`src/rtl/sram_bist_pkg.sv`:
```
// -----------------------------------------------------------------------------
// sram_bist_pkg
// Shared types and constants for the SRAM March C- BIST initiator.
//   - state_e       : controller states
//   - elem_t        : March element index (0..5)
//   - ELEM_*        : per-element constant tables, bit i describes element i
// -----------------------------------------------------------------------------
package sram_bist_pkg;

   typedef enum logic [1:0] {
      ST_IDLE  = 2'd0,
      ST_RUN   = 2'd1,
      ST_FLUSH = 2'd2,
      ST_DONE  = 2'd3
   } state_e;

   localparam int unsigned NUM_ELEM = 6;

   typedef logic [2:0] elem_t;

   localparam elem_t FIRST_ELEM = 3'd0;
   localparam elem_t LAST_ELEM  = elem_t'(NUM_ELEM - 1);

   // March C-:  E0 up(w0) E1 up(r0,w1) E2 up(r1,w0) E3 dn(r0,w1) E4 dn(r1,w0) E5 up(r0)
   // Polarity 1 means the complemented background (D1).
   localparam logic [NUM_ELEM-1:0] ELEM_DOWN   = 6'b011000;
   localparam logic [NUM_ELEM-1:0] ELEM_HAS_RD = 6'b111110;
   localparam logic [NUM_ELEM-1:0] ELEM_HAS_WR = 6'b011111;
   localparam logic [NUM_ELEM-1:0] ELEM_RD_POL = 6'b010100;
   localparam logic [NUM_ELEM-1:0] ELEM_WR_POL = 6'b001010;

endpackage

```
`src/rtl/sram_bist_checker.sv`:
```
// -----------------------------------------------------------------------------
// sram_bist_checker
// Compare pipeline and failure logging for the March BIST.
// A read driven to the bank in cycle k has its expected word, address and
// element registered here at the end of cycle k; the bank's latched data is
// compared against them during cycle k+1.
// Ports:
//   clk, reset        clock, synchronous active-high reset
//   clear_i           run start: clears fail state and counter
//   rd_i              a bank read is being driven this cycle
//   elem_i, addr_i    element and address of the driven request
//   dataout_i         bank latched read data
//   fail_o            sticky mismatch flag
//   fail_addr_o/elem_o/exp_o/act_o  first-mismatch record
//   err_count_o       saturating mismatch count
// -----------------------------------------------------------------------------
module sram_bist_checker
   import sram_bist_pkg::*;
#(
   parameter int unsigned       ADDR_W   = 8,
   parameter int unsigned       DATA_W   = 16,
   parameter int unsigned       ERRCNT_W = 12,
   parameter logic [DATA_W-1:0] BG       = '0
) (
   input  logic                clk,
   input  logic                reset,
   input  logic                clear_i,
   input  logic                rd_i,
   input  elem_t               elem_i,
   input  logic [ADDR_W-1:0]   addr_i,
   input  logic [DATA_W-1:0]   dataout_i,
   output logic                fail_o,
   output logic [ADDR_W-1:0]   fail_addr_o,
   output elem_t               fail_elem_o,
   output logic [DATA_W-1:0]   fail_exp_o,
   output logic [DATA_W-1:0]   fail_act_o,
   output logic [ERRCNT_W-1:0] err_count_o
);

   logic                vld_q;
   logic [DATA_W-1:0]   exp_q;
   logic [ADDR_W-1:0]   paddr_q;
   elem_t               pelem_q;

   logic                fail_q;
   logic [ADDR_W-1:0]   faddr_q;
   elem_t               felem_q;
   logic [DATA_W-1:0]   fexp_q;
   logic [DATA_W-1:0]   fact_q;
   logic [ERRCNT_W-1:0] cnt_q;

   logic                mismatch;

   assign mismatch = vld_q && (dataout_i != exp_q);

   always_ff @(posedge clk) begin
      // NOTE: non-blocking assignments for all flops so every register samples
      // pre-edge values regardless of statement or block order.
      if (reset || clear_i) begin
         vld_q <= 1'b0;
      end else begin
         vld_q <= rd_i;
      end
   end

   // NOTE: payload registers carry no reset; they are only consumed when
   // vld_q is set, which is itself reset.
   always_ff @(posedge clk) begin
      if (rd_i) begin
         exp_q   <= ELEM_RD_POL[elem_i] ? ~BG : BG;
         paddr_q <= addr_i;
         pelem_q <= elem_i;
      end
   end

   always_ff @(posedge clk) begin
      if (reset || clear_i) begin
         fail_q  <= 1'b0;
         faddr_q <= '0;
         felem_q <= '0;
         fexp_q  <= '0;
         fact_q  <= '0;
         cnt_q   <= '0;
      end else if (mismatch) begin
         if (cnt_q != '1) begin
            cnt_q <= cnt_q + 1'b1;
         end
         // Only the first mismatch of a run is recorded.
         if (!fail_q) begin
            fail_q  <= 1'b1;
            faddr_q <= paddr_q;
            felem_q <= pelem_q;
            fexp_q  <= exp_q;
            fact_q  <= dataout_i;
         end
      end
   end

   assign fail_o      = fail_q;
   assign fail_addr_o = faddr_q;
   assign fail_elem_o = felem_q;
   assign fail_exp_o  = fexp_q;
   assign fail_act_o  = fact_q;
   assign err_count_o = cnt_q;

endmodule

```
`src/rtl/sram_march_bist.sv`:
```
// -----------------------------------------------------------------------------
// sram_march_bist
// March C- BIST initiator for one synchronous SRAM bank (2^ADDR_W x DATA_W).
// Ports:
//   clk, reset              clock, synchronous active-high reset
//   start                   pulse; starts a run from IDLE or DONE
//   busy, done, pass, fail  run status (fail is sticky per run)
//   fail_addr/elem/exp/act  record of the first mismatch
//   err_count               saturating mismatch count
//   ADDRESS, wd             bank address and write data (registered)
//   banksel, read, write    bank enables (registered, never read & write)
//   dataout                 bank latched read data, valid the cycle after a read
// -----------------------------------------------------------------------------
module sram_march_bist
   import sram_bist_pkg::*;
#(
   parameter int unsigned       ADDR_W   = 8,
   parameter int unsigned       DATA_W   = 16,
   parameter logic [DATA_W-1:0] BG       = '0,
   parameter int unsigned       ERRCNT_W = 12
) (
   input  logic                clk,
   input  logic                reset,
   input  logic                start,
   output logic                busy,
   output logic                done,
   output logic                pass,
   output logic                fail,
   output logic [ADDR_W-1:0]   fail_addr,
   output logic [2:0]          fail_elem,
   output logic [DATA_W-1:0]   fail_exp,
   output logic [DATA_W-1:0]   fail_act,
   output logic [ERRCNT_W-1:0] err_count,
   output logic [ADDR_W-1:0]   ADDRESS,
   output logic [DATA_W-1:0]   wd,
   output logic                banksel,
   output logic                read,
   output logic                write,
   input  logic [DATA_W-1:0]   dataout
);

   localparam logic [ADDR_W-1:0] ADDR_MIN = '0;
   localparam logic [ADDR_W-1:0] ADDR_MAX = '1;

   state_e            state_q;
   elem_t             elem_q;
   logic [ADDR_W-1:0] addr_q;
   logic              phase_q;   // 0: read (or single op) slot, 1: write slot
   logic              rd_q;
   logic              wr_q;
   logic              sel_q;
   logic [DATA_W-1:0] wd_q;
   logic              busy_q;
   logic              done_q;

   elem_t             nxt_elem_d;
   logic [ADDR_W-1:0] nxt_addr_d;
   logic              nxt_phase_d;
   logic              nxt_rd_d;
   logic [DATA_W-1:0] nxt_wd_d;
   logic              run_end_d;
   logic              start_ok;

   assign start_ok = start && ((state_q == ST_IDLE) || (state_q == ST_DONE));

   // Next request of the March sequence, derived from the one being driven.
   always_comb begin
      // NOTE: every output of this block gets a default first, so no path
      // leaves a value unassigned and no latch is inferred.
      nxt_elem_d  = elem_q;
      nxt_addr_d  = addr_q;
      nxt_phase_d = 1'b0;
      run_end_d   = 1'b0;

      if (ELEM_HAS_RD[elem_q] && ELEM_HAS_WR[elem_q] && !phase_q) begin
         nxt_phase_d = 1'b1;
      end else if (addr_q == (ELEM_DOWN[elem_q] ? ADDR_MIN : ADDR_MAX)) begin
         // Address wraps only here, when the element changes.
         if (elem_q == LAST_ELEM) begin
            run_end_d = 1'b1;
         end else begin
            nxt_elem_d = elem_q + 3'd1;
            nxt_addr_d = ELEM_DOWN[nxt_elem_d] ? ADDR_MAX : ADDR_MIN;
         end
      end else if (ELEM_DOWN[elem_q]) begin
         nxt_addr_d = addr_q - 1'b1;
      end else begin
         nxt_addr_d = addr_q + 1'b1;
      end

      nxt_rd_d = ELEM_HAS_RD[nxt_elem_d] && !nxt_phase_d;
      nxt_wd_d = ELEM_WR_POL[nxt_elem_d] ? ~BG : BG;
   end

   always_ff @(posedge clk) begin
      if (reset) begin
         state_q <= ST_IDLE;
         elem_q  <= FIRST_ELEM;
         addr_q  <= '0;
         phase_q <= 1'b0;
         rd_q    <= 1'b0;
         wr_q    <= 1'b0;
         sel_q   <= 1'b0;
         wd_q    <= '0;
         busy_q  <= 1'b0;
         done_q  <= 1'b0;
      end else begin
         case (state_q)
            ST_IDLE, ST_DONE: begin
               if (start_ok) begin
                  state_q <= ST_RUN;
                  elem_q  <= FIRST_ELEM;
                  addr_q  <= '0;
                  phase_q <= 1'b0;
                  rd_q    <= 1'b0;
                  wr_q    <= 1'b1;
                  sel_q   <= 1'b1;
                  wd_q    <= BG;
                  busy_q  <= 1'b1;
                  done_q  <= 1'b0;
               end
            end
            ST_RUN: begin
               if (run_end_d) begin
                  state_q <= ST_FLUSH;
                  rd_q    <= 1'b0;
                  wr_q    <= 1'b0;
                  sel_q   <= 1'b0;
                  wd_q    <= '0;
               end else begin
                  elem_q  <= nxt_elem_d;
                  addr_q  <= nxt_addr_d;
                  phase_q <= nxt_phase_d;
                  rd_q    <= nxt_rd_d;
                  wr_q    <= !nxt_rd_d;
                  sel_q   <= 1'b1;
                  wd_q    <= nxt_rd_d ? '0 : nxt_wd_d;
               end
            end
            ST_FLUSH: begin
               // The final read's compare happens during this cycle.
               state_q <= ST_DONE;
               busy_q  <= 1'b0;
               done_q  <= 1'b1;
            end
            default: begin
               state_q <= ST_IDLE;
            end
         endcase
      end
   end

   sram_bist_checker #(
      .ADDR_W   (ADDR_W),
      .DATA_W   (DATA_W),
      .ERRCNT_W (ERRCNT_W),
      .BG       (BG)
   ) u_checker (
      .clk         (clk),
      .reset       (reset),
      .clear_i     (start_ok),
      .rd_i        (rd_q),
      .elem_i      (elem_q),
      .addr_i      (addr_q),
      .dataout_i   (dataout),
      .fail_o      (fail),
      .fail_addr_o (fail_addr),
      .fail_elem_o (fail_elem),
      .fail_exp_o  (fail_exp),
      .fail_act_o  (fail_act),
      .err_count_o (err_count)
   );

   assign busy    = busy_q;
   assign done    = done_q;
   assign pass    = done_q && !fail;
   assign ADDRESS = addr_q;
   assign wd      = wd_q;
   assign banksel = sel_q;
   assign read    = rd_q;
   assign write   = wr_q;

endmodule

```
`config.mk`:
```
export PLATFORM = sky130hd
export DESIGN_NAME = sram_march_bist
export DESIGN_NICKNAME = d
export VERILOG_FILES = /design/src/rtl/sram_bist_pkg.sv /design/src/rtl/sram_bist_checker.sv /design/src/rtl/sram_march_bist.sv
export SDC_FILE = /design/constraint.sdc
export NUM_CORES = 1
export LEC_CHECK = 0
export CORE_AREA = 2 2 107 109
export DETAILED_ROUTE_END_ITERATION = 8
export DIE_AREA = 0 0 109 111
export GPL_TIMING_DRIVEN = 0
export PLACE_DENSITY = 0.72
export RECOVER_POWER = 50
export SYNTH_ARGS = -nofsm -noshare
export SYNTH_HDL_FRONTEND = slang
export SYNTH_SLANG_ARGS = --single-unit
```
`constraint.sdc`:
```
create_clock -name clk -period 2.2 [get_ports clk]
set_input_delay 0.44 -clock clk [delete_from_list [all_inputs] [get_ports clk]]
set_output_delay 0.44 -clock clk [all_outputs]
set_load 0.05 [all_outputs]
```
==> out/summary.txt, run 1 <==
========================================================================================
Outcome ................................................................... finished with violations
Failing checks ............................................................ setup timing
Worst endpoint required time ..............................................      2.46 ns
Worst-margin pin slew .....................................................    0.6415 ns
Peak ir drop on the vdd network ...........................................     418.8 uV
Global-route wire length before repair ....................................     15330 um
Ratio of routed vias to standard cells ....................................        5.000
WL/cell ...................................................................     14.34 um
Busiest metal layer after global routing ..................................         met2
TritonCTS buffer count ....................................................            9
Commonest cells after routing, fill and taps aside ........................ sky130_fd_sc_hd__dfxtp_1 (57), sky130_fd_sc_hd__buf_4 (55), sky130_fd_sc_hd__clkdlybuf4s50_1 (55), sky130_fd_sc_hd__nor2_1 (45), sky130_fd_sc_hd__dlygate4sd2_1 (35)
Layout Nets ...............................................................          579
Portion of the clock cycle consumed by the worst path in the final layout .        1.059
Clock transition at the registers of the reported paths ...................      0.06 ns
Cell area after layout ....................................................    5927 um^2
Vias in the first global route ............................................         3181
Largest cells by area after synthesis ..................................... sky130_fd_sc_hd__dfxtp_1 (35%), sky130_fd_sc_hd__edfxtp_1 (9.6%), sky130_fd_sc_hd__mux2i_1 (8.5%)
Post-Synthesis Mean Instance Area .........................................   9.506 um^2
Ports placed on the boundary ..............................................          105
Syn_nets ..................................................................          428
Final-layout fill cell count ..............................................          946
TritonCTS Sinks ...........................................................           78
Clock Tree Root ........................................................... sky130_fd_sc_hd__clkbuf_16
Worst Setup End Kind ......................................................         flop
Final setup skew ..........................................................  0.009773 ns
Total placed cells including tap cells ....................................          641
Share of synthesized area occupied by flip-flops and latches ..............       0.4479
Leakage component of the power ............................................     2.627 nW
RePlAce Congestion ........................................................       0.9225
Effective utilization at floorplan ........................................       0.3390
Detailed-routing iteration count for the pre-antenna-repair pass ..........            4
DR iter-0 viols ...........................................................          218
Diode insertion count for antenna repair ..................................            0
Commonest non-fill, non-tap cell in the layout ............................ sky130_fd_sc_hd__dfxtp_1
Pins over their slew limit ................................................            0
Maxcap violations .........................................................            0
Post-synthesis instance area ..............................................    3755 um^2
Final critical-path required period .......................................     2.330 ns
Ys async rst share ........................................................            0
Rows ......................................................................           39
Residual overflow from global routing .....................................            0
Max FO, Critical Path .....................................................            6
Ratio of cells with drive above 1 in the final layout .....................       0.2759
GRT met3 Usage ............................................................      0.04056
Count of vias placed by the detailed router ...............................         3470
Worst min-delay path category ............................................. input port to flop
Setup violation total in the final timing report ..........................            8
Number of antenna violations at the first check in global routing .........            0
DP Area ...................................................................    4980 um^2
Die boundary width ........................................................       109 um
Clk_lat worst skew ........................................................      0.33 ns
Flop and latch count out of synthesis .....................................           78
CTS tree ..................................................................        built
Half-perimeter wire length after detailed placement .......................      6581 um
Syn Inst Count ............................................................          395
Most used DFF post-synth .................................................. sky130_fd_sc_hd__dfxtp_1
Type of the worst setup path .............................................. flop to flop
Slew Limit Headroom .......................................................       0.5723
Cell type with the highest aggregate area in the netlist .................. sky130_fd_sc_hd__dfxtp_1
Count of synthesis-stage warnings from yosys ..............................            0
Worst Path Arrival ........................................................      2.59 ns
H-tree level count ........................................................            3
Fraction of post-synthesis cell area in the top cell type by area .........       0.3519
Fin cells .................................................................          694
Overall power consumption .................................................     4.010 mW
GRT Total Usage ...........................................................       0.1572
Port Buffer Count .........................................................          103
Count of flip-flops with a built-in enable after synthesis ................           12
Die ar. ...................................................................   12100 um^2
Fraction of the core area covered by cells at the end of the flow .........       0.5351
Total wire length after detailed routing ..................................      9955 um
Nature of the critical path startpoint ....................................         flop
Setup repair after global routing missed its margin .......................          yes
Height of the die .........................................................       111 um
Count of antenna-violating nets left after detailed routing ...............            0
Area of the core ..........................................................   11080 um^2
Count of unique library cells instantiated by Yosys .......................           52
Dpl ws ....................................................................   -0.8988 ns
Largest net degree at the start of global routing .........................           18
Endpoints failing hold ....................................................            0
Met2 demand-to-capacity share in global routing ...........................       0.2700
GRT met1 Usage ............................................................       0.1911
Final-layout worst hold slack .............................................    0.3830 ns
FMAX ......................................................................   0.4292 GHz
Bufs on Longest Clock Path ................................................            2
Area overhead of the layout relative to synthesis .........................       57.85%
Cell Pwr Density .......................................................... 676.6 nW/um^2
Accumulated negative setup slack ..........................................   -0.6369 ns
Number of design rule violations left after detail routing ................            0
Worst Slack Setup Final ...................................................   -0.1300 ns
========================================================================================
Yosys cell counts, types with 2 or more instances:
| library cell | number |
|---|---|
| sky130_fd_sc_hd__or2_2 | 2 |
| sky130_fd_sc_hd__dfxtp_1 | 66 |
| sky130_fd_sc_hd__o31ai_1 | 6 |
| sky130_fd_sc_hd__or3_1 | 7 |
| sky130_fd_sc_hd__nand2b_1 | 3 |
| sky130_fd_sc_hd__nor4_1 | 4 |
| sky130_fd_sc_hd__a22oi_1 | 3 |
| sky130_fd_sc_hd__mux2_2 | 2 |
| sky130_fd_sc_hd__buf_2 | 2 |
| sky130_fd_sc_hd__buf_4 | 33 |
| sky130_fd_sc_hd__nor2_1 | 46 |
| sky130_fd_sc_hd__nand3b_1 | 4 |
| sky130_fd_sc_hd__nand2_1 | 23 |
| sky130_fd_sc_hd__o21a_1 | 2 |
| sky130_fd_sc_hd__nand4_1 | 5 |
| sky130_fd_sc_hd__mux2i_1 | 32 |
| sky130_fd_sc_hd__xor2_1 | 4 |
| sky130_fd_sc_hd__clkbuf_1 | 7 |
| sky130_fd_sc_hd__xnor2_1 | 4 |
| sky130_fd_sc_hd__or4_1 | 8 |
| sky130_fd_sc_hd__a32oi_1 | 2 |
| sky130_fd_sc_hd__and2_1 | 2 |
| sky130_fd_sc_hd__a21oi_1 | 34 |
| sky130_fd_sc_hd__edfxtp_1 | 12 |
| sky130_fd_sc_hd__nor3_1 | 3 |
| sky130_fd_sc_hd__nor2b_1 | 3 |
| sky130_fd_sc_hd__ha_1 | 13 |
| sky130_fd_sc_hd__o21ai_1 | 2 |
| sky130_fd_sc_hd__nand3_1 | 12 |
| sky130_fd_sc_hd__o21ai_0 | 16 |
| sky130_fd_sc_hd__inv_1 | 10 |
| sky130_fd_sc_hd__o22ai_1 | 3 |
worst paths after layout:
kind,startpoint,endpoint,slack (ns),cells past startpoint
hold / removal,dataout[10],u_checker.fail_act_o[10]$_SDFFE_PP0P_,0.38,3
setup / recovery,flop,flop,-0.13,8
setup reg to reg,flop,flop,-0.13,8
hold reg to reg,flop,u_checker.exp_q[14]$_DFFE_PP_,0.40,0
logic make-up after synthesis:
logic type,after synthesis,share of synthesized area
simple gates,128,0.1709
fa+ha+maj,14,0.04865
compound gates,81,0.1370
mux,34,0.09130
flops,78,0.4479
buf+inv,52,0.08564
xor+xnor,8,0.01866
routing by layer:
metal  wire (um)  part of all wire  vias to the layer above
li1            -                 -                     1695
met1        4185              0.42                     1649
met2        5104              0.51                      111
met3         524             0.053                       15
met4         142             0.014                        0
met5           0                 0                        -
flip-flops by register name, summed over array words and instances, names as in the netlist, 2 cells and up, named ones only:
signal	cells
ADDRESS	8
elem_q	3
state_q	2
u_checker.err_count_o	12
u_checker.fail_act_o	16
u_checker.fail_addr_o	8
u_checker.fail_elem_o	3
u_checker.paddr_q	8
u_checker.pelem_q	3
report_power, final:
part | switching [mW] | total (mW) | internal, mW
clock | 0.583 | 1.60 | 1.02
combinational | 0.557 | 0.850 | 0.293
sequential | 0.0602 | 1.56 | 1.50
total | 1.20 | 4.01 | 2.81
layout make-up:
class                      count  area (um^2)  share of cell area
clock inverter                 3        47.55            0.008022
multi-input combinational    265         2003              0.3380
tap                          143        178.9             0.03019
buffer                        41        321.6             0.05425
inverter                      10        37.54            0.006333
timing repair buffer         141         1361              0.2297
clock buffer                  13        281.5             0.04750
sequential                    78         1695              0.2860
worst max-delay path: stages, from the launching register on:
cell	delay (ns)
sky130_fd_sc_hd__dfxtp_4	0.43
sky130_fd_sc_hd__buf_6	0.14
sky130_fd_sc_hd__or3b_4	0.41
sky130_fd_sc_hd__a2111oi_4	0.36
sky130_fd_sc_hd__buf_4	0.20
sky130_fd_sc_hd__a21oi_2	0.06
sky130_fd_sc_hd__o21a_1	0.20
sky130_fd_sc_hd__or3_1	0.35
sky130_fd_sc_hd__mux2i_1	0.12
timing repair:
action / 4_1_cts / 5_1_grt
pin swaps: 16 / 21
hold buffers: 0 / 0
setup buffers: 22 / 15
gates resized for setup: 91 / 54
cloned: 2 / 0
setup endpoints to repair: 92 / 43
No activity file was read; power rests on OpenSTA's default activity.
==> run 2: changes to the inputs <==
--- a/config.mk
+++ b/config.mk
@@ -8,7 +8,6 @@
 export CORE_AREA = 2 2 107 109
 export DETAILED_ROUTE_END_ITERATION = 8
 export DIE_AREA = 0 0 109 111
-export GPL_TIMING_DRIVEN = 0
 export PLACE_DENSITY = 0.72
 export RECOVER_POWER = 50
 export SYNTH_ARGS = -nofsm -noshare
==> run 2 against run 1 <==
Net effect: the flow now finishes without violations; fmax is 8.3% higher; core utilization is 4.0 points lower; sequential cell count stayed put; critical path depth stayed put; cell count is 2.3% lower; via count is 2.9% lower; combinational power is 11% higher; sequential power hardly changed; non-clock buffer count is 16 lower; largest power group is now registers; highest routed layer unchanged.
==> out/summary.txt, run 2 (synthesis gave the netlist of run 1 again) <==
========================================================================================
Nature of the critical path startpoint ....................................         flop
Slew Limit Headroom .......................................................       0.5061   -0.06626
Detailed-routing iteration count for the pre-antenna-repair pass ..........            4   unchanged
Area overhead of the layout relative to synthesis .........................       46.05%
Die ar. ...................................................................   12100 um^2   unchanged
Worst Setup End Kind ......................................................         flop
Worst Path Arrival ........................................................      2.42 ns   -0.17 ns
Rows ......................................................................           39   unchanged
Pins over their slew limit ................................................            0   unchanged
Commonest non-fill, non-tap cell in the layout ............................ sky130_fd_sc_hd__dfxtp_1
Logic pwr share ...........................................................        0.242   +0.030
Setup repair after global routing missed its margin .......................          yes
TritonCTS buffer count ....................................................            9   unchanged
Layout Nets ...............................................................          563   -2.8%
Cell Pwr Density .......................................................... 712.4 nW/um^2   +5.3%
Total placed cells including tap cells ....................................          647   +0.94%
Outcome ................................................................... complete, no violations
Max FFs per register ......................................................           16   unchanged
Final critical-path required period .......................................     2.152 ns   -0.1780 ns
Clock power frac ..........................................................        0.363   -0.036
Ratio of cells with drive above 1 in the final layout .....................       0.2206   -0.05530
Peak ir drop on the vdd network ...........................................     284.0 uV   -32%
FMAX ......................................................................   0.4647 GHz   +8.3%
Ports placed on the boundary ..............................................          105   unchanged
GRT Total Usage ...........................................................       0.1602   +0.003041
Power share of the sequential group .......................................        0.395   +0.006
Largest net degree at the start of global routing .........................           42   +24
Vias in the first global route ............................................         3263   +2.6%
Final-layout fill cell count ..............................................         1048   +11%
Area of the core ..........................................................   11080 um^2   unchanged
Clock transition at the registers of the reported paths ...................      0.06 ns   about the same
RePlAce Congestion ........................................................       0.9051   -1.9%
Endpoints failing hold ....................................................            0   unchanged
Bufs on Longest Clock Path ................................................            2   unchanged
TritonCTS Sinks ...........................................................           78   unchanged
DP Area ...................................................................    5011 um^2   +0.63%
Max FO, Critical Path .....................................................           10   +4
Final-layout worst hold slack .............................................    0.4083 ns   +0.02525 ns
Portion of the clock cycle consumed by the worst path in the final layout .       0.9782   -0.08091
WL/cell ...................................................................     14.39 um   +0.31%
Fin cells .................................................................          678   -2.3%
Net Switching .............................................................     1.199 mW   about the same
Total wire length after detailed routing ..................................      9756 um   -2.0%
Number of antenna violations at the first check in global routing .........            0   unchanged
Type of the worst setup path .............................................. flop to flop
Worst endpoint required time ..............................................      2.46 ns   about the same
Effective utilization at floorplan ........................................       0.3390   unchanged
Diode insertion count for antenna repair ..................................            0   unchanged
Register-to-register setup slack ..........................................      0.05 ns   +0.18 ns
Half-perimeter wire length after detailed placement .......................      6731 um   +2.3%
Clk_lat worst skew ........................................................      0.34 ns   about the same
Int Pwr ...................................................................     2.707 mW   -3.7%
Number of design rule violations left after detail routing ................            0   unchanged
Port Buffer Count .........................................................          104   +0.97%
Setup violation total in the final timing report ..........................            0   -8
Final setup skew ..........................................................  0.007869 ns   -0.001904 ns
Leakage component of the power ............................................     2.293 nW   -13%
Height of the die .........................................................       111 um   unchanged
DR iter-0 viols ...........................................................          145   -33%
Cell area after layout ....................................................    5484 um^2   -7.5%
Maxcap violations .........................................................            0   unchanged
Ratio of routed vias to standard cells ....................................        4.969   -0.62%
Die boundary width ........................................................       109 um   unchanged
Residual overflow from global routing .....................................            0   unchanged
Worst min-delay path category ............................................. flop to flop
Clock Tree Root ........................................................... sky130_fd_sc_hd__clkbuf_16
CTS tree ..................................................................        built
H-tree level count ........................................................            3   unchanged
Commonest cells after routing, fill and taps aside ........................ sky130_fd_sc_hd__dfxtp_1 (59), sky130_fd_sc_hd__clkdlybuf4s50_1 (54), sky130_fd_sc_hd__buf_4 (51), sky130_fd_sc_hd__nor2_1 (44), sky130_fd_sc_hd__clkbuf_1 (37)
Worst-margin pin slew .....................................................    0.7409 ns   +0.09940 ns
Global-route wire length before repair ....................................     15480 um   +0.99%
Switching part of the total ...............................................       0.3070   +0.007832
Count of vias placed by the detailed router ...............................         3369   -2.9%
Count of antenna-violating nets left after detailed routing ...............            0   unchanged
========================================================================================
run 2: cell count changes in the layout (fill, tap and decap cells not counted), sizes merged:
cell | previous run | this run
clkdlybuf4s50 | 55 | 54
clkbuf | 26 | 49
clkinvlp | 0 | 1
buf | 73 | 59
clkdlybuf4s15 | 1 | 4
dlymetal6s2s | 5 | 9
clkinv | 1 | 3
dlygate4sd2 | 35 | 2
bufinv | 1 | 0
run 2: cell type report:
cell class / instances / area, um^2 / share of cell area
multi-input cells: 265 / 1903 / 0.3470
flip-flops and latches: 78 / 1693 / 0.3087
repair buffers: 166 / 1386 / 0.2528
clock buffers: 11 / 254.0 / 0.04632
well taps: 143 / 178.9 / 0.03263
inverters: 10 / 37.54 / 0.006845
clock inverters: 5 / 31.28 / 0.005704
run 2: repair_timing:
action                     CTS  global route
hold buffers                 0             0
buffers inserted             6             6
pin swaps                    9            10
gates cloned                 3             0
gates resized for setup     25            37
setup endpoints to repair   57            25
run 2: power groups by stage:
| stage | clock (mW) | sequential [mW] | combinational, mW |
|---|---|---|---|
| 2_1_floorplan | 0 | 1.71 | 0.367 |
| 3_3_place_gp | 0 | 1.57 | 0.888 |
| 3_5_place_dp | 0 | 1.58 | 0.900 |
| 4_1_cts | 1.45 | 1.54 | 0.914 |
| 5_1_grt | 1.52 | 1.55 | 1.02 |
| 6_report | 1.42 | 1.54 | 0.945 |
run 2: final timing paths:
path,startpoint,endpoint,depth (start not counted)
worst max-delay path,flop,ADDRESS[7]$_SDFFE_PP0P_,8
worst min-delay path,flop,u_checker.exp_q[14]$_DFFE_PP_,0
worst max register to register,flop,ADDRESS[7]$_SDFFE_PP0P_,8
worst min register to register,flop,u_checker.exp_q[14]$_DFFE_PP_,0
run 2: critical path, stage by stage (launching register included):
cell	delay, ns
sky130_fd_sc_hd__dfxtp_4	0.42
sky130_fd_sc_hd__or3b_4	0.42
sky130_fd_sc_hd__buf_4	0.15
sky130_fd_sc_hd__a211oi_2	0.40
sky130_fd_sc_hd__a21oi_1	0.11
sky130_fd_sc_hd__o21ai_1	0.17
sky130_fd_sc_hd__buf_4	0.19
sky130_fd_sc_hd__a22oi_1	0.07
sky130_fd_sc_hd__a21oi_1	0.14
run 2: metal layers:
| metal | track usage | vias up | share of wire |
|---|---|---|---|
| li1 | - | 1657 | - |
| met1 | 0.1945 | 1596 | 0.42 |
| met2 | 0.2774 | 99 | 0.51 |
| met3 | 0.03939 | 17 | 0.052 |
| met4 | 0.04530 | 0 | 0.018 |
| met5 | 0 | - | 0 |
run 2: per-stage QoR:
stage | setup TNS, ns | setup slack (ns) | total power [mW] | utilization
global route | -0.3170 | -0.08352 | 4.089 | 0.4951
global placement | -21.63 | -0.5965 | 2.461 | 0.4524
floorplan | 0 | 0.01521 | 2.080 | -
detailed placement | -22.70 | -0.6285 | 2.477 | 0.4524
CTS | 0 | 0.008628 | 3.907 | 0.4937
finish | 0 | 0.04796 | 3.907 | 0.4951
==> run 3: changes to the inputs <==
--- a/config.mk
+++ b/config.mk
@@ -5,11 +5,11 @@
 export SDC_FILE = /design/constraint.sdc
 export NUM_CORES = 1
 export LEC_CHECK = 0
-export CORE_AREA = 2 2 107 109
+export CORE_AREA = 2 2 97 99
 export DETAILED_ROUTE_END_ITERATION = 8
-export DIE_AREA = 0 0 109 111
-export PLACE_DENSITY = 0.72
-export RECOVER_POWER = 50
+export DIE_AREA = 0 0 99 101
+export PLACE_DENSITY = 0.83
+export RECOVER_POWER = 100
 export SYNTH_ARGS = -nofsm -noshare
 export SYNTH_HDL_FRONTEND = slang
 export SYNTH_SLANG_ARGS = --single-unit
==> run 3 against run 2 <==
Net effect: core utilization up 10 points; wire length up 0.11%; the flow now finishes with violations (setup timing); cell area down 2.3%; sequential share of layout area up 0.70 points; clock-buffer cell count unchanged; first-iteration DRC count down 28%; sequential cell count unchanged; global-route usage up 2.6 points; cell count down 4.7%; clock skew up 0.0048 ns.
==> out/summary.txt, run 3 (synthesis gave the netlist of run 1 again) <==
========================================================================================
Peak ir drop on the vdd network ...........................................     711.0 uV   +150%
WL/cell ...................................................................     15.12 um   +5.1%
Endpoint of the worst hold-timing path .................................... u_checker.exp_q[14]$_DFFE_PP_
Maxcap violations .........................................................            0   unchanged
Largest net degree at the start of global routing .........................           42   unchanged
Number of antenna violations at the first check in global routing .........            0   unchanged
Half-perimeter wire length after detailed placement .......................      6733 um   about the same
Commonest cells after routing, fill and taps aside ........................ sky130_fd_sc_hd__dfxtp_1 (61), sky130_fd_sc_hd__buf_4 (50), sky130_fd_sc_hd__clkdlybuf4s50_1 (48), sky130_fd_sc_hd__nor2_1 (45), sky130_fd_sc_hd__a21oi_1 (33)
Ports placed on the boundary ..............................................          105   unchanged
Vias in the first global route ............................................         3253   -0.31%
Multi-input logic area ....................................................    1891 um^2   -0.66%
Clk_lat worst skew ........................................................      0.35 ns   about the same
Worst-margin pin slew .....................................................    0.7000 ns   -0.04089 ns
Diode insertion count for antenna repair ..................................            0   unchanged
FMAX ......................................................................   0.4293 GHz   -7.6%
Count of vias placed by the detailed router ...............................         3417   +1.4%
Detailed-routing iteration count for the pre-antenna-repair pass ..........            4   unchanged
Clock transition at the registers of the reported paths ...................      0.09 ns   +0.03 ns
Global-route wire length before repair ....................................     15170 um   -2.0%
Portion of the clock cycle consumed by the worst path in the final layout .        1.059   +0.08054
Total wire length after detailed routing ..................................      9767 um   +0.11%
GRT Total Usage ...........................................................       0.1864   +0.02615
Dpl ws ....................................................................   -0.5091 ns   +0.1194 ns
Port Buffer Count .........................................................          104   unchanged
Area of the core ..........................................................    8977 um^2   -19%
Number of cells on the worst hold path ....................................            0   unchanged
Failing checks ............................................................ setup timing
Fraction of the core area covered by cells at the end of the flow .........       0.5965   +0.1014
Area overhead of the layout relative to synthesis .........................       42.62%
Register-to-register setup slack ..........................................     -0.13 ns   -0.18 ns
Die ar. ...................................................................    9999 um^2   -17%
Effective utilization at floorplan ........................................       0.4183   +0.07928
Setup repair after global routing missed its margin .......................          yes
Endpoints failing hold ....................................................            0   unchanged
Count of antenna-violating nets left after detailed routing ...............            0   unchanged
Ratio of cells with drive above 1 in the final layout .....................       0.2280   +0.007477
Sequential cell area ......................................................    1690 um^2   -0.15%
Worst Slack Setup Final ...................................................   -0.1292 ns   -0.1772 ns
Max FO, Critical Path .....................................................            6   -4
Number of design rule violations left after detail routing ................            0   unchanged
Height of the die .........................................................       101 um   -9.0%
TritonCTS buffer count ....................................................            9   unchanged
CTS tree ..................................................................        built
Worst R2R End ............................................................. write$_SDFFE_PP0P_
Worst endpoint required time ..............................................      2.50 ns   +0.04 ns
Slew Limit Headroom .......................................................       0.5333   +0.02726
Final-layout fill cell count ..............................................          742   -29%
Ratio of routed vias to standard cells ....................................        5.289   +6.4%
Commonest non-fill, non-tap cell in the layout ............................ sky130_fd_sc_hd__dfxtp_1
Nature of the critical path startpoint ....................................         flop
Layout Nets ...............................................................          563   unchanged
Die boundary width ........................................................        99 um   -9.2%
Worst Path Arrival ........................................................      2.63 ns   +0.21 ns
Rows ......................................................................           35   -10%
Pins over their slew limit ................................................            0   unchanged
Bufs on Longest Clock Path ................................................            2   unchanged
Post-cts hold buffer count ................................................            0   unchanged
Setup violation total in the final timing report ..........................            4   +4
Outcome ................................................................... finished with violations
Leakage component of the power ............................................     2.275 nW   -0.79%
TritonCTS Sinks ...........................................................           78   unchanged
Max FFs per register ......................................................           16   unchanged
DR iter-0 viols ...........................................................          104   -28%
Total placed cells including tap cells ....................................          619   -4.3%
Cell Pwr Density .......................................................... 670.7 nW/um^2   -5.9%
Clock Tree Root ........................................................... sky130_fd_sc_hd__clkbuf_8
Worst R2R Path Depth ......................................................            8   unchanged
Worst min-delay path category ............................................. flop to flop
Worst Setup End Kind ......................................................         flop
Residual overflow from global routing .....................................            0   unchanged
H-tree level count ........................................................            3   unchanged
Final setup skew ..........................................................   0.01262 ns   +0.004752 ns
Type of the worst setup path .............................................. flop to flop
Final critical-path required period .......................................     2.329 ns   +0.1772 ns
Fin cells .................................................................          646   -4.7%
RePlAce Congestion ........................................................       0.8653   -4.4%
========================================================================================
## run 3: cell count changes in the layout (fill, tap and decap cells not counted), moves of 5 or more
cell                              previous run  this run
sky130_fd_sc_hd__clkdlybuf4s50_1            54        48
sky130_fd_sc_hd__dlymetal6s2s_1              9         4
sky130_fd_sc_hd__clkbuf_2                    1        15
sky130_fd_sc_hd__clkbuf_8                    0         9
sky130_fd_sc_hd__dlygate4sd3_1               0        15
sky130_fd_sc_hd__clkbuf_16                  11         2
sky130_fd_sc_hd__clkbuf_1                   37        22
## run 3: worst max-delay path by stage
stage / startpoint / endpoint / slack (ns) / cells past startpoint
after floorplan: ADDRESS[3]$_SDFFE_PP0P_ / ADDRESS[7]$_SDFFE_PP0P_ / 0.02 / 7
after global placement: dataout[3] / u_checker.fail_addr_o[6]$_SDFFE_PP0P_ / -0.46 / 8
after detailed placement: dataout[3] / u_checker.fail_addr_o[5]$_SDFFE_PP0P_ / -0.51 / 8
after CTS: flop / flop / -0.08 / 7
after global routing: flop / flop / -0.19 / 8
final: flop / write$_SDFFE_PP0P_ / -0.13 / 8
## run 3: metrics by stage
| stage | power, mW | TNS [ns] | cell area (um^2) | hold WS (ns) |
|---|---|---|---|---|
| global placement | 2.500 | -18.08 | 5004 | 0.3909 |
| CTS | 3.579 | -0.2276 | 5376 | 0.4029 |
| detailed placement | 2.518 | -19.95 | 5004 | 0.3942 |
| floorplan | 2.080 | 0 | 3770 | 0.3855 |
| global route | 3.749 | -1.949 | 5355 | 0.4108 |
| finish | 3.592 | -0.4034 | 5355 | 0.3975 |
## run 3: area by class of cell
type,instances,share of cell area
sequential,78,0.3157
inverter,10,0.007009
tap,111,0.02593
multi-input combinational,265,0.3530
clock buffer,11,0.02850
timing repair buffer,166,0.2626
clock inverter,5,0.007243
## run 3: routing by layer
layer / wire length [um] / GRT usage
met1: 4193 / 0.2313
met2: 4902 / 0.3248
met3: 557 / 0.04161
met4: 112 / 0.05374
met5: 0 / 0
## run 3: critical path: stages (launching register included)
cell,delay (ns)
sky130_fd_sc_hd__dfxtp_4,0.42
sky130_fd_sc_hd__or3b_4,0.43
sky130_fd_sc_hd__a2111oi_4,0.42
sky130_fd_sc_hd__buf_4,0.19
sky130_fd_sc_hd__buf_4,0.13
sky130_fd_sc_hd__nand2_1,0.06
sky130_fd_sc_hd__mux2_2,0.30
sky130_fd_sc_hd__nor3_4,0.13
sky130_fd_sc_hd__o221a_2,0.19
## run 3: where the power goes
part,internal (mW),leakage (nW),total (mW),switching (mW)
Combinational,0.404,1.55,0.994,0.590
Sequential,1.50,0.629,1.54,0.0447
Clock,0.488,0.0955,1.06,0.569
## run 3: what timing repair did
action / CTS / global route
cloned: 1 / 1
setup buffers: 7 / 2
endpoints found under the setup margin: 43 / 50
resized for setup: 26 / 16
pin swaps: 9 / 10
